File: src/rtl/clz_iter_ctrl.sv
// Iterative count-leading-zeros sequencer: one halving stage reused for log2(WIDTH) cycles,
// returning the leading-zero count, a zero flag and the MSB-aligned word.
module clz_iter_ctrl #(
   parameter int unsigned WIDTH = 32
) (
   input  logic                       i_CLK,
   input  logic                       i_RST_N,
   input  logic                       i_VALID,
   output logic                       o_READY,
   input  logic [WIDTH-1:0]           i_WORD,
   output logic                       o_VALID,
   input  logic                       i_READY,
   output logic [$clog2(WIDTH):0]     o_CLZ,
   output logic                       o_ZERO,
   output logic [WIDTH-1:0]           o_NORM,
   output logic                       o_BUSY
);

   localparam int unsigned S  = $clog2(WIDTH);
   localparam int unsigned CW = S + 1;

   typedef enum logic [1:0] {StIdle, StScan, StDone} state_e;

   state_e            state_q, state_d;
   logic [WIDTH-1:0]  w_q, w_d;
   logic [CW-1:0]     cnt_q, cnt_d;
   logic [CW-1:0]     h_q, h_d;
   logic              zflag_q, zflag_d;

   logic [WIDTH-1:0]  top_mask;
   logic              top_zero;
   logic [WIDTH-1:0]  w_step;
   logic [CW-1:0]     cnt_step;
   logic              last_step;

   always_ff @(posedge i_CLK or negedge i_RST_N) begin
      if (!i_RST_N) begin
         state_q <= StIdle;
         w_q     <= '0;
         cnt_q   <= '0;
         h_q     <= '0;
         zflag_q <= 1'b0;
      end else begin
         state_q <= state_d;
         w_q     <= w_d;
         cnt_q   <= cnt_d;
         h_q     <= h_d;
         zflag_q <= zflag_d;
      end
   end

   // One halving step: test the top h bits and shift them out if all zero.
   always_comb begin
      top_mask  = ~({WIDTH{1'b1}} >> h_q);
      top_zero  = ((w_q & top_mask) == '0);
      w_step    = top_zero ? (w_q << h_q) : w_q;
      cnt_step  = top_zero ? (cnt_q | h_q) : cnt_q;
      last_step = (h_q == CW'(1));
   end

   always_comb begin
      state_d = state_q;
      unique case (state_q)
         StIdle:  if (i_VALID) state_d = StScan;
         StScan:  if (last_step) state_d = StDone;
         StDone:  if (i_READY) state_d = StIdle;
         default: state_d = StIdle;
      endcase
   end

   always_comb begin
      w_d     = w_q;
      cnt_d   = cnt_q;
      h_d     = h_q;
      zflag_d = zflag_q;
      unique case (state_q)
         StIdle: begin
            if (i_VALID) begin
               w_d     = i_WORD;
               cnt_d   = '0;
               h_d     = CW'(WIDTH / 2);
               zflag_d = 1'b0;
            end
         end
         StScan: begin
            w_d   = w_step;
            cnt_d = cnt_step;
            h_d   = h_q >> 1;
            // After the final step a clear MSB can only mean the input was all zeros.
            if (last_step) begin
               if (!w_step[WIDTH-1]) begin
                  cnt_d   = CW'(WIDTH);
                  zflag_d = 1'b1;
               end else begin
                  zflag_d = 1'b0;
               end
            end
         end
         default: ;
      endcase
   end

   always_comb begin
      o_READY = (state_q == StIdle);
      o_BUSY  = (state_q == StScan);
      o_VALID = (state_q == StDone);
      o_CLZ   = cnt_q;
      o_NORM  = w_q;
      o_ZERO  = zflag_q;
   end

endmodule

File: config.mk
export PLATFORM = sky130hd
export DESIGN_NAME = clz_iter_ctrl
export DESIGN_NICKNAME = d
export VERILOG_FILES = /design/src/rtl/clz_iter_ctrl.sv
export SDC_FILE = /design/constraint.sdc
export NUM_CORES = 1
export LEC_CHECK = 0
export ABC_AREA = 1
export ABC_CLOCK_PERIOD_IN_PS = 2100
export BUFFER_PORTS_ARGS = -buffer_cell sky130_fd_sc_hd__buf_2
export CAP_MARGIN = 15
export CORE_ASPECT_RATIO = 1.25
export CORE_UTILIZATION = 40
export CTS_BUF_LIST = sky130_fd_sc_hd__clkbuf_4 sky130_fd_sc_hd__clkbuf_8
export CTS_CLUSTER_SIZE = 12
export DETAILED_ROUTE_END_ITERATION = 16
export MAX_ROUTING_LAYER = met4
export PLACE_DENSITY = 0.73
export SLEW_MARGIN = 20
export SYNTH_ARGS = -nofsm -noshare
export SYNTH_HDL_FRONTEND = slang
export SYNTH_SLANG_ARGS = --single-unit
File: constraint.sdc
create_clock -name i_CLK -period 2.1 [get_ports i_CLK]
set_input_delay 0.42 -clock i_CLK [delete_from_list [all_inputs] [get_ports i_CLK]]
set_output_delay 0.42 -clock i_CLK [all_outputs]
set_load 0.05 [all_outputs]
# Word-level counts from Yosys, hierarchy flattened
# Cells that the tools add are included.
[totals] n_memories=0 mem_bits_ro=0 latch_bits=0 mem_bits_rw=0 regBits=47 wordCells=43 out_inout_bits=42
[op_classes] n_bitwise=3 n_mux=18 n_eq_ne=7 n_reduce_logical=7 n_lt_le_gt_ge=0 shifts=2 div=0 n_addsub=0 mul=0
[ops] op="two-way mux 32 bit" n=2
[ops] op="case mux 32 bit (2 select lines)" n=1
[ops] op="bitwise AND 32 bit" n=1
[ops] op="zero test 32 bit" n=1
[ops] op="NOT 32 bit" n=1
[ops] op="left shift 32 x 6 -> 32 bit" n=1
[ops] op=">> shifter 32 x 6 -> 32 bit, first input constant" n=1
[ops] op="two-way mux 6 bit" n=5
[ops] op="case mux 6 bit (2 select lines)" n=2
[ops] op="AND reduction 3 bit" n=3
[ops] op="== test 6 x 1 -> 1 bit, second input constant" n=1
[ops] op="two-way mux 2 bit" n=3
[ops] op="inequality test 2 x 1 -> 1 bit, second input constant" n=3
[ops] op="bitwise OR 6 bit" n=1
[ops] op="case mux 2 bit (3 select lines)" n=1
[ops] op="two-way mux 1 bit" n=3
[ops] op="== test 2 x 1 -> 1 bit, second input constant" n=1
[ops] op="== test 2 bit, second input constant" n=1
[ops] op="zero test 2 bit" n=1
[ops] op="inequality test 2 bit, second input constant" n=1
[ops] op="case mux 1 bit (2 select lines)" n=1
[ops] op="AND reduction 2 bit" n=1
[ops] op="nonzero test 2 bit" n=1

# Depth between registers and ports, before layout
[logic_depth] word_depth=8 depth_mapped=16 depth_no_buf=15

# Least setup slack after synthesis
# OpenSTA, ideal clock, no wires.
[synth_timing] path_kind="register to register" start="register state_q[1]" end="register cnt_q[0], in the netlist o_CLZ[0]" n_path_buf=0 arrival_time_ps=2008 slack_ps=20 setup_ps=71 path_stages_with_launch=8 synth_period_minus_slack_ps=2080 path_cell_list="dfrtp_1 > nor2_1 > nand2_1 > nand2_1 > nand2_1 > o21bai_1 > inv_1 > nor2_1"
[synth_between] elab_chain_len=3 word_cells_on_any_way=6 classes_between="eq/ne (2); mux (1); reduce/logical (3)"
[synth_lines] element="start, declared" line_no="24" source="state_e state_q, state_d;"
[synth_lines] element="start signal, assigned" line_no="38" source="state_q <= StIdle;"
[synth_lines] element="start signal, assigned" line_no="44" source="state_q <= state_d;"
[synth_lines] element="zero test 2 bit (*)"
[synth_lines] element="named net o_READY" line_no="9" source="output logic o_READY,"
[synth_lines] element="inequality test 2 bit (no line) or nonzero test 2 bit (tied branches)"
[synth_lines] element="AND reduction 2 bit (no line)"
[synth_lines] element="end signal, assigned" line_no="46" source="cnt_q <= cnt_d;"
[synth_lines] element="end, declared" line_no="26" source="logic [CW-1:0] cnt_q, cnt_d;"
# Mark *: on every way through the listed nets, which the timed path passes. The rest lies on a longest branch.
# A chain may end at the register's enable or synchronous reset.

# Worst setup path in the final report
[layout_timing] start="register h_q[2]" end="register w_q[24], in the netlist o_NORM[24]"
[layout_between] elab_chain_len=6 word_cells_on_any_way=9 classes_between="eq/ne (1); shift (2); mux (2); bitwise (2); reduce/logical (2)"
[layout_lines] element="start, declared" line_no="27" source="logic [CW-1:0] h_q, h_d;"
[layout_lines] element="start signal, assigned" line_no="41" source="h_q <= '0;"
[layout_lines] element="start signal, assigned" line_no="47" source="h_q <= h_d;"
[layout_lines] element=">> shifter 32 x 6 -> 32 bit" line_no="54" source="top_mask = ~({WIDTH{1'b1}} >> h_q);"
[layout_lines] element="NOT 32 bit" line_no="54"
[layout_lines] element="bitwise AND 32 bit" line_no="55" source="top_zero = ((w_q & top_mask) == '0);"
[layout_lines] element="zero test 32 bit" line_no="55"
[layout_lines] element="inequality test 2 x 1 -> 1 bit (no line)"
[layout_lines] element="AND reduction 3 bit (no line)"
[layout_lines] element="end signal, assigned" line_no="45" source="w_q <= w_d;"
[layout_lines] element="end, declared" line_no="25" source="logic [WIDTH-1:0] w_q, w_d;"
# Several ways; a longest one is shown, not always the timed one. The select of a mux whose other input is x is not followed.

==> results.py <==
metrics = {
    "clock_tree": {
        "clkLatencyLatePin_ns": 0.34,
        "cts_inserted_buffers": 5,
        "cts_tree": "done",
        "clock-root-buffer": "clkbuf_8",
        "h-tree-depth": 2,
        "holdBufCountCts": 0,
        "cts.sinks": 46,
        "path_clk_slew_ns": 0.11,
        "clock_path_buffers": 2,
    },
    "hold_path": {
        "worstHoldPathType": "in2async",
    },
    "sta": {
        "maxSlewViolCount": 0,
        "hold_viol": 0,
        "max_clock_freq_mhz": 464.7,
        "whs_ns": 0.01440,
        "maxSlewHeadroom_pct": 66.74,
        "setup_violations": 25,
        "rsz0062_at_grt": "true",
        "worst_slack_ns": -0.05193,
        "period_needed_ns": 2.152,
        "tightest_slew_ns": 0.4977,
        "skew_ns": 0.01448,
        "fin_crit_sh_pct": 102.5,
    },
    "worst_setup_path": {
        "slowest_delay_ns": 0.47,
        "worst_setup_path_end_kind": "flip-flop",
        "path_class": "reg2reg",
        "critPathMaxFanout": 8,
        "crit_arrival_ns": 2.37,
        "crit_family": "simple AND/OR/NAND/NOR gates",
        "cp.required_ns": 2.32,
        "critPathBufInv": 3,
        "critPathSlowestCell": "dfrtp_2",
        "crit_chain": "buf_12 > nor2_4 > nand2_2 > o21ai_2 > nand2_1 > nor2_1 > nand2_1 > nor2_4 > nand3_4 > buf_12 > nand2_8 > clkbuf_16 > o211ai_1",
        "critPathLaunchType": "flip-flop",
        "reg2reg_slack_ns": -0.05,
    },
    "global_routing": {
        "overflow": 0,
        "grt_usage_pct": 33.14,
        "antenna_found_initial": 0,
        "grt_pass1_wl_um": 26260,
        "grt_max_degree": 31,
        "grt_pass1_vias": 4865,
    },
    "floorplanning": {
        "dieWidth_um": 93.49,
        "core_region_area_mm2": 0.01016,
        "rows": 41,
        "start_util_pct": 41.20,
        "boundaryPins": 78,
        "die_area_mm2": 0.01088,
        "fp.dieH_um": 116.4,
    },
    "cells_and_area": {
        "layout-drive-gt1-share_pct": 26.94,
        "num_antenna_cells": 0,
        "syn2layout_area_growth_pct": 34.32,
        "fin_cells": 968,
        "mostFrequentLayoutCells": "nand2_1, nand3_1, buf_2",
        "layout_commonest_cell": "nand2_1",
        "nets": 874,
    },
    "route": {
        "ant_nets": 0,
        "via_per_inst": 5.533,
        "drt-wirelength-per-cell_um": 17.72,
        "first_pass_iters": 6,
        "drc_errors": 0,
        "dr_total_vias": 5356,
        "drt_iter0_drc": 564,
        "wl_um": 17160,
    },
    "power_and_ir_drop": {
        "irDropWorstVdd_mv": 1.665,
        "total_power_w": 0.01132,
        "power.density_mw_per_mm2": 2014,
        "p_leak_nw": 2.992,
    },
    "place": {
        "place_ws_ns": -0.1652,
        "hpwl_um": 13100,
        "place_inst": 947,
        "place.gp.congestion": 1.032,
        "port_buffers": 77,
    },
    "yosys": {
        "avgSynthCellArea_um2": 5.854,
        "synth_nets": 751,
        "yosysSeqAreaShare_pct": 27.50,
        "syn-cell-area_mm2": 0.004185,
        "ys_types": 32,
        "synth_cells": 715,
        "synth_warnings": 0,
        "synth-seq-cells": 46,
    },
    "outcome": {
        "failed_checks": "setup timing",
        "status": "finished, violations left",
    },
    "flow_run": {
        "maxCapViolCount": 0,
    },
}
synthesized netlist by cell type:
cell type / count / area share, %
a21oi_1: 10 / 1.2
a311oi_1: 1 / 0.21
a31oi_1: 1 / 0.15
and2_1: 3 / 0.45
buf_1: 1 / 0.090
buf_2: 17 / 2.0
buf_4: 3 / 0.54
buf_6: 3 / 0.81
buf_8: 2 / 0.72
clkbuf_1: 18 / 1.6
clkbuf_2: 1 / 0.12
clkinv_1: 1 / 0.090
dfrtp_1: 46 / 28
inv_1: 32 / 2.9
inv_2: 4 / 0.36
inv_6: 1 / 0.21
mux2i_1: 1 / 0.24
nand2_1: 299 / 27
nand2_2: 4 / 0.60
nand2_4: 1 / 0.27
nand3_1: 133 / 16
nand3_4: 1 / 0.42
nand4_1: 5 / 0.75
nor2_1: 33 / 3.0
nor2_2: 5 / 0.75
nor2_4: 2 / 0.54
o211ai_1: 14 / 2.5
o21ai_0: 52 / 6.2
o21ai_1: 7 / 0.84
o21bai_1: 5 / 0.90
o22ai_1: 6 / 0.90
or2_2: 3 / 0.45
power breakdown:
part           internal, W  switching [W]
clock             0.000248       0.000400
sequential         0.00123       0.000494
combinational      0.00322        0.00573
worst paths after layout:
check                      startpoint    endpoint  depth (start not counted)
max in group asynchronous     i_RST_N      h_q[0]                          2
hold reg to reg              o_CLZ[5]    o_CLZ[5]                          2
setup reg to reg               h_q[2]  o_NORM[24]                         13
setup / recovery               h_q[2]  o_NORM[24]                         13
hold / removal                i_RST_N  o_NORM[30]                          1
min in group i_CLK            i_READY  state_q[1]                          2
state kept, by name, summed over array words and instances (netlist names):
| name | count |
|---|---|
| o_CLZ | 6 |
| o_NORM | 32 |
| h_q | 5 |
| state_q | 2 |
| o_ZERO | 1 |
metal layers:
layer	share of wire, %	track usage [%]	vias to the layer above
met1	41	40.95	2468
met3	6.2	3.320	46
li1	-	-	2596
met2	49	55.00	246
met5	0	-	-
met4	3.7	14.56	0
logic make-up after synthesis:
kind of cell	Yosys count	synth area share, %
compound gates	96	12.92
buf+inv	83	9.446
flops	46	27.50
mux	1	0.2392
simple gates	489	49.90
worst register-to-register path, cell delays in order, from the launching register on:
cell and delay [ns]:
dfrtp_2 0.47, buf_12 0.16, nor2_4 0.12, nand2_2 0.10, o21ai_2 0.11, nand2_1 0.06
nor2_1 0.12, nand2_1 0.11, nor2_4 0.13, nand3_4 0.13, buf_12 0.17, nand2_8 0.10
clkbuf_16 0.18, o211ai_1 0.08
layout make-up:
| cell class | instances | area, µm² |
|---|---|---|
| Sequential cell | 46 | 1155 |
| Multi-Input combinational cell | 587 | 2843 |
| Inverter | 38 | 167.7 |
| Timing Repair Buffer | 160 | 1199 |
| Fill cell | 1065 | 4536 |
| Clock inverter | 3 | 27.53 |
| Clock buffer | 5 | 68.82 |
| Tap cell | 129 | 161.4 |
timing repair:
action / 4_1_cts / 5_1_grt
gates resized for setup: 19 / 67
buffers inserted: 5 / 5
pin swaps: 2 / 4
gates cloned: 0 / 3
endpoints found under the setup margin: 39 / 39
metrics by stage:
| step | utilization [%] | setup TNS [ns] | area (µm²) |
|---|---|---|---|
| 5_1_grt | 55.35 | -4.906 | 5622 |
| 4_1_cts | 52.04 | -0.06667 | 5286 |
| 3_5_place_dp | 50.26 | -3.870 | 5105 |
| 6_report | 55.35 | -0.4807 | 5622 |
| 2_1_floorplan | - | 0 | 4185 |
| 3_3_place_gp | 50.26 | -2.917 | 5105 |
Power figures use the tool's default switching activity.
